[config.mk]
export PLATFORM = sky130hd
export DESIGN_NAME = trig_lut_sequencer
export DESIGN_NICKNAME = d
export VERILOG_FILES = /design/src/rtl/trig_lut_sequencer.sv
export SDC_FILE = /design/constraint.sdc
export NUM_CORES = 1
export LEC_CHECK = 0
export CAP_MARGIN = 20
export CORE_MARGIN = 2
export CORE_UTILIZATION = 47
export CTS_CLUSTER_SIZE = 12
export DETAILED_ROUTE_END_ITERATION = 6
export PLACE_DENSITY = 0.88
export SLEW_MARGIN = 25
export SYNTH_ARGS = -nofsm -noshare
export SYNTH_HDL_FRONTEND = slang
export SYNTH_SLANG_ARGS = --single-unit
[constraint.sdc]
create_clock -name clk -period 4.6 [get_ports clk]
set_input_delay 0.92 -clock clk [delete_from_list [all_inputs] [get_ports clk]]
set_output_delay 0.92 -clock clk [all_outputs]
set_load 0.02 [all_outputs]
[src/rtl/trig_lut_sequencer.sv]
// Request/response front end sharing one bank of trig LUTs: reduces 0-359 degree angles to
// quadrant + reference angle and captures the LUT result. Define ANGLE_WRAP_EN to accept angles >= 360.
`ifndef DATA_WIDTH
`define DATA_WIDTH 7
`endif

module trig_lut_sequencer #(
    parameter int unsigned ANGLE_WIDTH = 16,
    parameter int unsigned OUT_WIDTH   = 64
) (
    input  logic                   clk,
    input  logic                   reset_n,
    input  logic                   req_valid,
    output logic                   req_ready,
    input  logic [2:0]             req_func,
    input  logic [ANGLE_WIDTH-1:0] req_angle,
    output logic [5:0]             lut_en,
    output logic [1:0]             lut_quadrant,
    output logic [`DATA_WIDTH-1:0] lut_data_in,
    input  logic [OUT_WIDTH-1:0]   lut_data_out,
    output logic                   rsp_valid,
    input  logic                   rsp_ready,
    output logic [OUT_WIDTH-1:0]   rsp_data,
    output logic                   rsp_error
);

    localparam int unsigned FUNC_W = 3;
    localparam int unsigned EN_W   = 6;
    localparam int unsigned DW     = `DATA_WIDTH;

    localparam logic [ANGLE_WIDTH-1:0] DEG_90  = ANGLE_WIDTH'(90);
    localparam logic [ANGLE_WIDTH-1:0] DEG_180 = ANGLE_WIDTH'(180);
    localparam logic [ANGLE_WIDTH-1:0] DEG_270 = ANGLE_WIDTH'(270);
    localparam logic [ANGLE_WIDTH-1:0] DEG_360 = ANGLE_WIDTH'(360);
    localparam logic [FUNC_W-1:0]      FUNC_MAX = FUNC_W'(5);

    typedef enum logic [2:0] {
        IDLE    = 3'd0,
        REDUCE  = 3'd1,
        LOOKUP  = 3'd2,
        CAPTURE = 3'd3,
        RESP    = 3'd4
    } state_t;

    state_t state, state_next;

    logic [FUNC_W-1:0]      func_q, func_d;
    logic [ANGLE_WIDTH-1:0] work_angle, work_d;
    logic                   req_ready_d;
    logic [EN_W-1:0]        lut_en_d;
    logic [1:0]             quad_d;
    logic [DW-1:0]          ref_d;
    logic                   rsp_valid_d;
    logic [OUT_WIDTH-1:0]   rsp_data_d;
    logic                   rsp_error_d;

    logic                   accept_c;
    logic                   reduce_err_c;
    logic                   wrap_step_c;
    logic [1:0]             quad_c;
    logic [ANGLE_WIDTH-1:0] ref_wide_c;
    logic [DW-1:0]          ref_c;
    logic [EN_W-1:0]        onehot_c;

    assign accept_c = req_valid && req_ready;
    assign onehot_c = EN_W'(1) << func_q;
    assign ref_c    = DW'(ref_wide_c);

    // Wrap mode walks the angle down by 360 per REDUCE cycle; otherwise >= 360 is rejected outright.
`ifdef ANGLE_WRAP_EN
    assign reduce_err_c = func_q > FUNC_MAX;
    assign wrap_step_c  = work_angle >= DEG_360;
`else
    assign reduce_err_c = (func_q > FUNC_MAX) || (work_angle >= DEG_360);
    assign wrap_step_c  = 1'b0;
`endif

    // Quadrant and reference-angle mapping of the in-range working angle.
    always_comb begin
        quad_c     = 2'd0;
        ref_wide_c = work_angle;
        if (work_angle <= DEG_90) begin
            quad_c     = 2'd0;
            ref_wide_c = work_angle;
        end else if (work_angle <= DEG_180) begin
            quad_c     = 2'd1;
            ref_wide_c = DEG_180 - work_angle;
        end else if (work_angle <= DEG_270) begin
            quad_c     = 2'd2;
            ref_wide_c = work_angle - DEG_180;
        end else begin
            quad_c     = 2'd3;
            ref_wide_c = DEG_360 - work_angle;
        end
    end

    // State register.
    always_ff @(posedge clk or negedge reset_n) begin
        if (!reset_n) begin
            state <= IDLE;
        end else begin
            state <= state_next;
        end
    end

    // Next-state logic.
    always_comb begin
        state_next = state;
        case (state)
            IDLE: begin
                if (accept_c) begin
                    state_next = REDUCE;
                end
            end
            REDUCE: begin
                if (reduce_err_c) begin
                    state_next = RESP;
                end else if (wrap_step_c) begin
                    state_next = REDUCE;
                end else begin
                    state_next = LOOKUP;
                end
            end
            LOOKUP:  state_next = CAPTURE;
            CAPTURE: state_next = RESP;
            RESP: begin
                if (rsp_valid && rsp_ready) begin
                    state_next = IDLE;
                end
            end
            default: state_next = IDLE;
        endcase
    end

    // Output and datapath next values; handshake flags follow the upcoming state.
    always_comb begin
        req_ready_d = (state_next == IDLE);
        rsp_valid_d = (state_next == RESP);
        lut_en_d    = ((state_next == LOOKUP) || (state_next == CAPTURE)) ? onehot_c : '0;
        func_d      = func_q;
        work_d      = work_angle;
        quad_d      = lut_quadrant;
        ref_d       = lut_data_in;
        rsp_data_d  = rsp_data;
        rsp_error_d = rsp_error;
        case (state)
            IDLE: begin
                if (accept_c) begin
                    func_d = req_func;
                    work_d = req_angle;
                end
            end
            REDUCE: begin
                if (reduce_err_c) begin
                    rsp_error_d = 1'b1;
                    rsp_data_d  = '0;
                end else if (wrap_step_c) begin
                    work_d = work_angle - DEG_360;
                end else begin
                    quad_d = quad_c;
                    ref_d  = ref_c;
                end
            end
            CAPTURE: begin
                // Only sample point of the shared bus, so Z/X elsewhere never reaches rsp_data.
                rsp_data_d  = lut_data_out;
                rsp_error_d = 1'b0;
            end
            default: begin
            end
        endcase
    end

    // Registered outputs and working registers.
    always_ff @(posedge clk or negedge reset_n) begin
        if (!reset_n) begin
            req_ready    <= 1'b0;
            lut_en       <= '0;
            lut_quadrant <= 2'd0;
            lut_data_in  <= '0;
            rsp_valid    <= 1'b0;
            rsp_data     <= '0;
            rsp_error    <= 1'b0;
            func_q       <= '0;
            work_angle   <= '0;
        end else begin
            req_ready    <= req_ready_d;
            lut_en       <= lut_en_d;
            lut_quadrant <= quad_d;
            lut_data_in  <= ref_d;
            rsp_valid    <= rsp_valid_d;
            rsp_data     <= rsp_data_d;
            rsp_error    <= rsp_error_d;
            func_q       <= func_d;
            work_angle   <= work_d;
        end
    end

endmodule
== Word level (Yosys, flattened, before mapping) ==
Cells that the tools add are included.

* Flip-flop bits (word level): 104
* Input bits: 87
* Output and inout port bits: 82
* Logic and storage cells: 53

* $add $sub $neg: 3
* Order comparisons: 5
* Eq/ne operators: 8
* Shift-type cells: 1
* Mux-type cells: 15
* Bitwise operators: 1
* Reductions and logical operators: 10

{| class="wikitable"
|+ Operator list
! cell !! count
|-
| $pmux W64 S2 || 1
|-
| $mux W64 || 1
|-
| $mux W7 || 3
|-
| $ge A16 B9 Y1 const B || 1
|-
| $le A16 B7 Y1 const B || 1
|-
| $le A16 B8 Y1 const B || 1
|-
| $le A16 B9 Y1 const B || 1
|-
| $pmux W3 S5 || 1
|-
| $eq A3 B2 Y1 const B || 4
|-
| $mux W3 || 3
|-
| $sub A6 B7 Y7 const A || 1
|-
| $sub A7 B6 Y7 const B || 1
|-
| $sub A7 B7 Y7 const A || 1
|-
| $eq A3 B3 Y1 const B || 2
|-
| $logic_not A3 Y1 || 2
|-
| $mux W6 || 1
|-
| $reduce_and A2 Y1 || 3
|-
| $shl A1 B3 Y6 const A || 1
|-
| $mux W2 || 2
|-
| $eq A3 B1 Y1 const B || 1
|-
| $gt A3 B3 Y1 const B || 1
|-
| $logic_and A1 B1 Y1 || 2
|-
| $logic_or A1 B1 Y1 || 2
|-
| $mux W1 || 2
|-
| 4 further kinds || 4
|}

== Logic depth before layout (Yosys ltp) ==
Gate-level depths: netlist of the first run.

* Word-level depth: 7
* Gate-level depth with buffers: 9
* Gate-level depth less buffers: 8

== Worst setup path before layout of the first run ==
No wires, ideal clock.

* Kind: flip-flop to flip-flop
* Start: reg work_angle[2]
* End: reg rsp_data[56]
* Setup time: 0.066 ns
* Data arrival time: 2.179 ns
* Required time: 4.534 ns
* Path slack: 2.354 ns
* Stages on the path, launching flop included: 10
* Clock period less this slack: 2.246 ns
* Path through: dfrtp_1 inv_1 ha_1 a211o_1 a31o_2 a211oi_2 nand2b_1 buf_2 buf_2 a22o_1

* Longest elaborated chain between the ends: 4

{| class="wikitable"
|+ RTL lines
! what !! line !! source
|-
| start: declaration || 48 || <nowiki>logic [ANGLE_WIDTH-1:0] work_angle, work_d;</nowiki>
|-
| start signal: assignment || 195 || <nowiki>work_angle <= work_d;</nowiki>
|-
| $ge A16 B9 Y1 || 74 || <nowiki>assign reduce_err_c = (func_q > FUNC_MAX) || (work_angle >= DEG_360);</nowiki>
|-
| $logic_or A1 B1 Y1 || 74 ||
|-
| $ne A2 B2 Y1 (no line) || - ||
|-
| $reduce_and A2 Y1 (no line) || - ||
|-
| end signal: assignment || 192 || <nowiki>rsp_data <= rsp_data_d;</nowiki>
|-
| end: declaration || 23 || <nowiki>output logic [OUT_WIDTH-1:0] rsp_data,</nowiki>
|}

Every way passes these cells.
A chain may end at the register's enable or synchronous reset.

== Worst setup path in the final report of the first run ==
* Start: reg work_angle[2]
* End: reg rsp_data[6]

The elaborated chain is that of the path after synthesis.

==> results of run 1 <==
==> per-stage QoR <==
step	cells	instance area [um2]
floorplan	341	4330
global placement	601	6060
detailed placement	601	6060
CTS	617	6340
global route	617	6340
finish	617	6340
==> cell usage after synthesis, types with 2 or more instances <==
| cell | count |
|---|---|
| nor4_1 | 2 |
| a211oi_1 | 2 |
| nand3_1 | 8 |
| mux2_2 | 15 |
| a221oi_1 | 2 |
| a31oi_1 | 2 |
| nor3b_1 | 2 |
| or3_1 | 3 |
| dfrtp_1 | 104 |
| nand2b_1 | 4 |
| a22o_1 | 64 |
| buf_2 | 9 |
| nor3_1 | 6 |
| nand2_1 | 21 |
| clkbuf_1 | 10 |
| a31o_2 | 2 |
| mux2i_1 | 2 |
| and4b_1 | 2 |
| a211o_1 | 2 |
| a21oi_1 | 8 |
| nor2_1 | 11 |
| inv_1 | 4 |
| and3_1 | 2 |
| xor2_1 | 2 |
| ha_1 | 6 |
| o21ai_0 | 16 |
==> worst min-delay path by stage <==
stage / startpoint / endpoint / slack (ns) / cells after the start
after floorplan: func_q[1] / lut_en[1] / 0.49 / 1
after global placement: lut_data_in[4] / lut_data_in[4] / 0.46 / 2
after detailed placement: lut_quadrant[1] / lut_quadrant[1] / 0.47 / 2
after CTS: lut_data_in[6] / lut_data_in[6] / 0.49 / 2
after global routing: lut_data_in[5] / lut_data_in[5] / 0.52 / 2
final: lut_data_in[1] / lut_data_in[1] / 0.49 / 2
==> kinds of logic (layout without fill, tap and decap cells) <==
group                    Yosys count  in the layout  share of synthesized area (%)
adder cells (fa/ha/maj)            6              6                           1.73
AO/OA/AOI/OAI                    114            114                           21.3
multiplexers                      17             17                           4.36
AND/OR/NAND/NOR                   70             70                           8.84
buffers and inverters             27            192                           3.09
XOR/XNOR                           3              3                          0.607
flip-flops                       104            104                           60.1
==> area by class of cell <==
class | instances | area (um2)
Fill cell | 677 | 2770
Sequential cell | 104 | 2600
Timing Repair Buffer | 171 | 1700
Multi-Input combinational cell | 210 | 1600
Clock inverter | 7 | 149
Tap cell | 111 | 139
Clock buffer | 9 | 124
Inverter | 5 | 18.8
==> state kept, by name, indices dropped and copies added (netlist names) <==
signal and count:
func_q 3, lut_data_in 7, lut_en 6, lut_quadrant 2
req_ready 1, rsp_data 64, rsp_error 1, rsp_valid 1
state 3, work_angle 16
==> per-layer routing <==
layer | part of all wire, % | wire [um] | GRT usage, % | up-vias
met3 | 5.7 | 649 | 6.27 | 28
met2 | 50 | 5640 | 37.7 | 121
li1 | - | - | - | 1596
met1 | 41 | 4650 | 28.9 | 1706
met4 | 3.3 | 376 | 9.91 | 0
met5 | 0 | 0 | 0 | -
==> placed cells by master, fill, tap and decap left out, types with 2 or more instances in the layout <==
master	instances
a211o_1	2
a211oi_1	2
a21oi_1	8
a221oi_1	2
a22o_1	64
a31o_2	2
a31oi_1	2
and3_1	2
and4b_1	2
buf_4	4
bufinv_16	4
clkbuf_8	9
clkdlybuf4s50_1	167
dfrtp_1	104
ha_1	6
inv_1	4
mux2_2	15
mux2i_1	2
nand2_1	21
nand2b_1	3
nand3_1	8
nor2_1	11
nor3_1	6
nor3b_1	2
nor4_1	2
o21ai_0	16
or3_1	3
xor2_1	2
==> where the power goes <==
group          leakage [uW]  internal (uW)  switching [uW]
registers           0.00140           1050             191
logic               0.00123            395             422
clock network      0.000136            423             320
==> worst max-delay path, delay by kind of cell, from the launching register on <==
kind            cells  cell delay [ns]
fa+ha+maj           1             0.27
flops               1             0.48
simple gates        1             0.60
buf+inv             2             0.62
compound gates      4             1.02
==> out/qor.txt, run 1 <==
Critical Path Start: work_angle[2]
initial antenna violation count: 0
total routed wirelength: 11.3 mm
drt wl/cell: 18.3 um
RSZ-0062 raised after global routing: false
post-CTS sizing: 0
global-route wire length before repair: 18.0 mm
deepest clock path buffer count: 2
FMAX: 327 MHz
Routed Antenna Nets: 0
crit path max-delay cell type: nand2b_2
diode count: 0
EDFF count, synth: 0
Synth async-reset ratio: 100%
grt total ovfl: 0
CP Class: flop to flop
Tot Pwr: 2800 uW
CP peak stage delay: 0.60 ns
worst-path cell chain: inv_1, ha_1, a211o_1, a31o_2, a211oi_2, nand2b_2, buf_4, a22o_1
Chip Height: 100 um
FF-to-FF setup slack: 1.54 ns
largest net degree at the start of global routing: 73
DIE AREA: 10,000 um2
Crit. End Element: flop
CTS root buf: clkbuf_8
vias per cell: 5.59
Layout area overhead: 46.2%
routability cong.: 0.877
Synth Instances: 341
Worst Max-Slew Pin Slew: 0.861 ns
clk slew on worst S/H paths: 0.10 ns
Rows: 35
top cell type's share of synthesized area: 60.1%
mean area per synthesized cell: 12.7 um2
TritonCTS clock tree: done
floorplan core area: 9110 um2
critical path startpoint category: flop
Final Util: 69.6%
final hold vios: 0
synthesized area: 4330 um2
drt drc: 0
total number of vias: 3,451
CP Max Fanout: 34
worst-skew pair later-pin latency: 0.37 ns
Seq cells post-synth: 104
vias in the first global route: 3,581
Final setup viols: 0
total track usage: 23.0%
CP arrival: 3.37 ns
Synth Flop Type: dfrtp_1
Worst Skew: 0.0142 ns
Yosys warning count: 0
Starting Density: 47.6%
CTS H-Tree Depth: 3
total CTS buffers: 9
final hold slack: 0.490 ns
Setup Fix Bufs, Post-CTS: 0
TritonCTS Sinks: 104
share of layout cells above drive strength 1: 9.49%
VDD IR max: 216 uV
DR iter-0 viols: 142
Unique masters post-synth: 56
Hold Crit Class: flop to flop
Post-CTS Hold Buffers: 0
Power Density: 442 nW/um2
r2r endpoint: rsp_data[6]
Top-Level Pins: 169
R2R cell count: 8
Tcrit/Tclk final: 66.6%
status: finished, final reports clean
Slew headroom: 42.6%
worst slack, placed: 1.57 ns
CP required: 4.91 ns
PortBufs: 168
Setup TNS Final: 0 ns
Max Slew Vio Count: 0
Pre-Repair DR Iteration Count: 4
register area share after synthesis: 60.1%
number of max-cap violations: 0
Final nets: 594
Mapped Nets: 434
leakage power: 0.00277 uW
worst r2r src: work_angle[2]
Detail Placement HPWL: 8.02 mm
cell taking the most area after synthesis: dfrtp_1
Critical Path End: rsp_data[6]
Tmin final: 3.06 ns
Synth area leaders: dfrtp_1 60%, a22o_1 13%, mux2_2 3.9%, o21ai_0 1.8%, nand2_1 1.8%
final worst setup slack: 1.54 ns
DIE WIDTH: 100 um
Note: power is estimated with default switching activity, not from simulation.
==> run 2, diff against run 1 <==
--- a/config.mk
+++ b/config.mk
@@ -7,10 +7,10 @@
 export LEC_CHECK = 0
 export CAP_MARGIN = 20
 export CORE_MARGIN = 2
-export CORE_UTILIZATION = 47
+export CORE_UTILIZATION = 39
 export CTS_CLUSTER_SIZE = 12
 export DETAILED_ROUTE_END_ITERATION = 6
-export PLACE_DENSITY = 0.88
+export PLACE_DENSITY = 0.79
 export SLEW_MARGIN = 25
 export SYNTH_ARGS = -nofsm -noshare
 export SYNTH_HDL_FRONTEND = slang
==> constraint.sdc (replaced) <==
create_clock -name clk -period 2.7 [get_ports clk]
set_input_delay 0.54 -clock clk [delete_from_list [all_inputs] [get_ports clk]]
set_output_delay 0.54 -clock clk [all_outputs]
set_load 0.02 [all_outputs]
==> run 2 against run 1 <==
Effect of this change:
- cell count is 5.3% higher
- register-to-register slack got worse by 1.4 ns
- largest cell class unchanged
- die area rose by 20%
- largest power group unchanged
- non-clock buffer count grew 4
- critical endpoint is now lut_data_in[3]
- worst setup slack worse by 1.4 ns
==> out/qor.txt, run 2 (synthesized netlist as in run 1, its figures left out) <==
status: finished, final reports clean (unchanged)
share of layout cells above drive strength 1: 10.0% (was 9.49%)
global-route wire length before repair: 18.0 mm (about the same)
diode count: 0 (unchanged)
most frequent cells in the layout: 167 x clkdlybuf4s50_1, 104 x dfrtp_1, 64 x a22o_1, 21 x nand2_1, 16 x o21ai_0 (unchanged)
floorplan core area: 10,800 um2 (was 9110 um2)
Top-Level Pins: 169 (unchanged)
worst-skew pair later-pin latency: 0.36 ns (was 0.37 ns)
CP arrival: 2.85 ns (was 3.37 ns)
register with the most flip-flops: rsp_data (unchanged)
Final Util: 58.4% (was 69.6%)
critical path startpoint category: flop (unchanged)
Final nets: 598 (was 594)
Routed Antenna Nets: 0 (unchanged)
gr busiest metal: met2 (unchanged)
# fillers: 922 (was 677)
routability cong.: 0.887 (was 0.877)
deepest clock path buffer count: 2 (unchanged)
Final setup viols: 0 (unchanged)
Comb power frac: 32.5% (was 29.2%)
Int Power: 2860 uW (was 1870 uW)
vias in the first global route: 3,561 (was 3,581)
Rows: 38 (was 35)
CP required: 3.00 ns (was 4.91 ns)
PortBufs: 168 (unchanged)
Power Density: 700 nW/um2 (was 442 nW/um2)
total routed wirelength: 11.3 mm (about the same)
TritonCTS Sinks: 104 (unchanged)
fin cells: 650 (was 617)
DIE AREA: 12,000 um2 (was 10,000 um2)
TritonCTS clock tree: done (unchanged)
drt wl/cell: 17.3 um (was 18.3 um)
P_sw: 1570 uW (was 932 uW)
CP Class: flop to flop (unchanged)
Hold Crit Class: input pin to asynchronous set/reset pin (was flop to flop)
Reg power frac: 47.7% (was 44.3%)
CTS root buf: clkbuf_8 (unchanged)
Placed Cells: 634 (was 601)
Layout area overhead: 46.1% (was 46.2%)
Detail Placement HPWL: 8.17 mm (was 8.02 mm)
commonest non-fill, non-tap cell in the layout: clkdlybuf4s50_1 (unchanged)
leakage power: 0.00275 uW (was 0.00277 uW)
RSZ-0062 raised after global routing: false (unchanged)
GRT met1 Usage: 24.6% (was 28.9%)
initial antenna violation count: 0 (unchanged)
Chip Height: 109 um (was 100 um)
VDD IR max: 339 uV (was 216 uV)
final hold vios: 0 (unchanged)
Worst Skew: 0.0123 ns (was 0.0142 ns)
FMAX: 392 MHz (was 327 MHz)
grt total ovfl: 0 (unchanged)
largest net degree at the start of global routing: 67 (was 73)
Tot Pwr: 4430 uW (was 2800 uW)
Slew headroom: 56.9% (was 42.6%)
final hold slack: 0.202 ns (was 0.490 ns)
CTS H-Tree Depth: 3 (unchanged)
total number of vias: 3,418 (was 3,451)
Crit. End Element: flop (unchanged)
Worst Max-Slew Pin Slew: 0.646 ns (was 0.861 ns)
max FFs per register: 64 (unchanged)
Max Slew Vio Count: 0 (unchanged)
clock network power share: 19.7% (was 26.5%)
CP Max Fanout: 12 (was 34)
DR iter-0 viols: 154 (was 142)
vias per cell: 5.26 (was 5.59)
total CTS buffers: 9 (unchanged)
Post-CTS Hold Buffers: 0 (unchanged)
Setup Fix Bufs, Post-CTS: 0 (unchanged)
Tmin final: 2.55 ns (was 3.06 ns)
Setup TNS Final: 0 ns (unchanged)
number of max-cap violations: 0 (unchanged)
drt drc: 0 (unchanged)
switch share: 35.4% (was 33.3%)
clk slew on worst S/H paths: 0.10 ns (about the same)
Tcrit/Tclk final: 94.6% (was 66.6%)
DIE WIDTH: 109 um (was 100 um)
met2 Use GR: 31.8% (was 37.7%)
Starting Density: 40.0% (was 47.6%)
total track usage: 19.3% (was 23.0%)
Pre-Repair DR Iteration Count: 4 (unchanged)
biggest regs: rsp_data x64, work_angle x16, lut_data_in x7 (unchanged)
global-route met3 utilization: 6.05% (was 6.27%)
[run 2: final cells by class]
class | instances | area, um2 | share of cell area (%)
sequential | 104 | 2600 | 41.1
timing repair buffer | 175 | 1760 | 27.8
multi-input combinational | 210 | 1600 | 25.3
tap | 140 | 175 | 2.77
clock buffer | 12 | 145 | 2.29
clock inverter | 4 | 28.8 | 0.455
inverter | 5 | 18.8 | 0.297
[run 2: power by group through the flow]
stage / sequential (uW) / combinational (uW) / clock (uW)
final: 2110 / 1440 / 874
after global routing: 2160 / 1580 / 974
after CTS: 2110 / 1450 / 906
after detailed placement: 2140 / 1440 / 0
after global placement: 2120 / 1400 / 0
after floorplan: 2090 / 938 / 0
[run 2: final timing paths]
kind / start / to / slack [ns] / cells after the start
max: work_angle[2] / lut_data_in[3] / 0.15 / 8
min: reset_n / rsp_data[58] / 0.20 / 1
max reg2reg: work_angle[2] / lut_data_in[3] / 0.15 / 8
min reg2reg: lut_data_in[6] / lut_data_in[6] / 0.48 / 2
max in group asynchronous: reset_n / work_angle[12] / 1.79 / 2
min in group clk: lut_data_in[6] / lut_data_in[6] / 0.48 / 2
[run 2: per-stage QoR]
| stage | instance area (um2) | worst slack [ns] |
|---|---|---|
| 2_1_floorplan | 4330 | 0.454 |
| 3_3_place_gp | 6150 | 0.223 |
| 3_5_place_dp | 6150 | 0.148 |
| 4_1_cts | 6330 | 0.126 |
| 5_1_grt | 6330 | 0.00780 |
| 6_report | 6330 | 0.146 |
[run 2: per-layer routing]
layer / part of all wire (%) / up-vias
met5: 0 / -
met4: 0.96 / 0
met3: 7.0 / 9
met2: 50 / 133
met1: 42 / 1676
li1: - / 1600
[run 2: repair_timing]
item                                    CTS  global route
resized for setup                         0             1
endpoints found under the setup margin    0             1
hold endpoints to repair                  0             0
[run 2: critical path, stage by stage (launching register included)]
cell and delay (ns):
dfrtp_1 0.48, inv_1 0.17, ha_1 0.26, a211o_1 0.26, a31o_2 0.27, a2111o_2 0.59, nand2b_1 0.19, a31oi_1 0.15
a211o_1 0.12
==> run 3, diff against run 2 <==
--- a/config.mk
+++ b/config.mk
@@ -7,10 +7,11 @@
 export LEC_CHECK = 0
 export CAP_MARGIN = 20
 export CORE_MARGIN = 2
-export CORE_UTILIZATION = 39
+export CORE_UTILIZATION = 41
+export CTS_BUF_LIST = sky130_fd_sc_hd__clkbuf_8
 export CTS_CLUSTER_SIZE = 12
 export DETAILED_ROUTE_END_ITERATION = 6
-export PLACE_DENSITY = 0.79
+export PLACE_DENSITY = 0.82
 export SLEW_MARGIN = 25
 export SYNTH_ARGS = -nofsm -noshare
 export SYNTH_HDL_FRONTEND = slang
==> run 3 against run 2 <==
Effect of this change:
- power up 4.3%
- critical path type unchanged
- sequential power about the same
- highest routed layer unchanged
- critical path depth unchanged
==> out/qor.txt, run 3 (synthesized netlist as in run 1, its figures left out) <==
deepest clock path buffer count: 2 (unchanged)
Top-Level Pins: 169 (unchanged)
Final nets: 606 (was 598)
routability cong.: 1.01 (was 0.887)
TritonCTS Sinks: 104 (unchanged)
most frequent cells in the layout: 167 x clkdlybuf4s50_1, 104 x dfrtp_1, 64 x a22o_1, 21 x nand2_1, 16 x o21ai_0 (unchanged)
max FFs per register: 64 (unchanged)
DIE WIDTH: 107 um (was 109 um)
share of layout cells above drive strength 1: 11.6% (was 10.0%)
Hold Crit Class: input pin to asynchronous set/reset pin (unchanged)
CTS H-Tree Depth: 3 (unchanged)
sequential cell area: 2600 um2 (unchanged)
DIE AREA: 11,400 um2 (was 12,000 um2)
Int Power: 2990 uW (was 2860 uW)
Final Util: 62.5% (was 58.4%)
RSZ-0062 raised after global routing: false (unchanged)
Tmin final: 2.44 ns (was 2.55 ns)
Tcrit/Tclk final: 90.3% (was 94.6%)
Power Density: 720 nW/um2 (was 700 nW/um2)
TritonCTS clock tree: done (unchanged)
grt total ovfl: 0 (unchanged)
switch share: 35.3% (was 35.4%)
initial antenna violation count: 0 (unchanged)
Comb power frac: 32.6% (was 32.5%)
post-route cell area: 6420 um2 (was 6330 um2)
global-route wire length before repair: 17.8 mm (was 18.0 mm)
# fillers: 815 (was 922)
largest net degree at the start of global routing: 64 (was 67)
vias per cell: 5.23 (was 5.26)
clk slew on worst S/H paths: 0.11 ns (was 0.10 ns)
Reg power frac: 45.8% (was 47.7%)
total track usage: 19.8% (was 19.3%)
Pre-Repair DR Iteration Count: 5 (was 4)
Setup Fix Bufs, Post-CTS: 0 (unchanged)
Tot Pwr: 4620 uW (was 4430 uW)
worst-skew pair later-pin latency: 0.35 ns (was 0.36 ns)
vias in the first global route: 3,489 (was 3,561)
CP Max Fanout: 9 (was 12)
VDD IR max: 305 uV (was 339 uV)
PortBufs: 168 (unchanged)
floorplan core area: 10,300 um2 (was 10,800 um2)
DR iter-0 viols: 150 (was 154)
Multi-input gate area: 1600 um2 (about the same)
drt drc: 0 (unchanged)
Routed Antenna Nets: 0 (unchanged)
number of max-cap violations: 0 (unchanged)
Max Slew Vio Count: 0 (unchanged)
total CTS buffers: 9 (unchanged)
Crit. End Element: flop (unchanged)
Final setup viols: 0 (unchanged)
CP required: 3.00 ns (about the same)
biggest regs: rsp_data x64, work_angle x16, lut_data_in x7 (unchanged)
Post-CTS Hold Buffers: 0 (unchanged)
total routed wirelength: 11.0 mm (was 11.3 mm)
CP arrival: 2.74 ns (was 2.85 ns)
Layout area overhead: 48.1% (was 46.1%)
FF-to-FF setup slack: 0.26 ns (was 0.15 ns)
Placed Area: 6210 um2 (was 6150 um2)
Detail Placement HPWL: 8.14 mm (was 8.17 mm)
CTS root buf: clkbuf_8 (unchanged)
total number of vias: 3,419 (was 3,418)
Worst Skew: 0.0159 ns (was 0.0123 ns)
Setup TNS Final: 0 ns (unchanged)
critical path startpoint category: flop (unchanged)
register with the most flip-flops: rsp_data (unchanged)
Slew headroom: 49.0% (was 56.9%)
Starting Density: 42.2% (was 40.0%)
commonest non-fill, non-tap cell in the layout: clkdlybuf4s50_1 (unchanged)
diode count: 0 (unchanged)
status: finished, final reports clean (unchanged)
post-CTS sizing: 0 (unchanged)
Rows: 37 (was 38)
Worst Max-Slew Pin Slew: 0.765 ns (was 0.646 ns)
CP Class: flop to flop (unchanged)
leakage power: 0.00281 uW (was 0.00275 uW)
FMAX: 410 MHz (was 392 MHz)
final hold vios: 0 (unchanged)
Chip Height: 107 um (was 109 um)
clock network power share: 21.6% (was 19.7%)
P_sw: 1630 uW (was 1570 uW)
drt wl/cell: 16.9 um (was 17.3 um)
run 3: cell types whose count changed in the layout (fill, tap and decap cells not counted), moves of 2 or more:
cell / change
buf_4: +8
inv_6: +3
clkbuf_1: -2
clkinvlp_4: -2
run 3: final cells by class:
type	count	area share, %
clock inverters	7	1.35
flip-flops and latches	104	40.5
clock buffers	9	1.93
repair buffers	183	28.3
well taps	136	2.65
multi-input cells	210	24.9
inverters	5	0.292
run 3: per-stage QoR:
| stage | setup slack, ns | hold slack, ns | cells |
|---|---|---|---|
| finish | 0.262 | 0.249 | 654 |
| global placement | 0.339 | 0.463 | 638 |
| global route | 0.0643 | 0.290 | 654 |
| CTS | 0.281 | 0.269 | 654 |
| floorplan | 0.454 | 0.244 | 341 |
| detailed placement | 0.323 | 0.474 | 638 |
run 3: worst max-delay path, stage by stage (launching register included):
cell and delay, ns:
dfrtp_1 0.49, inv_1 0.09, ha_1 0.24, a211o_1 0.27
a31o_2 0.27, a2111o_1 0.56, nand2b_1 0.20, a31oi_1 0.15
a211o_1 0.12
run 3: routing by layer:
metal	routed length (um)	up-vias	share of wire, %	global-route usage (%)
met4	168	0	1.5	5.94
met1	4650	1641	42	25.8
li1	-	1625	-	-
met5	0	-	0	0
met2	5610	140	51	33.8
met3	619	13	5.6	3.59
run 3: worst paths after layout:
check | from | endpoint | cells after the start
worst max-delay path | work_angle[2] | lut_data_in[3] | 8
worst min-delay path | reset_n | rsp_data[60] | 1
worst min register to register | lut_data_in[4] | lut_data_in[4] | 2
worst max register to register | work_angle[2] | lut_data_in[3] | 8
max in group asynchronous | reset_n | lut_data_in[4] | 2
min in group clk | lut_data_in[4] | lut_data_in[4] | 2
run 3: power by group through the flow:
| stage | Combinational [uW] | Clock, uW | Sequential, uW |
|---|---|---|---|
| after floorplan | 938 | 0 | 2090 |
| after global placement | 1490 | 0 | 2120 |
| after detailed placement | 1500 | 0 | 2140 |
| final | 1510 | 1000 | 2110 |
| after global routing | 1640 | 1100 | 2150 |
| after CTS | 1510 | 1040 | 2110 |
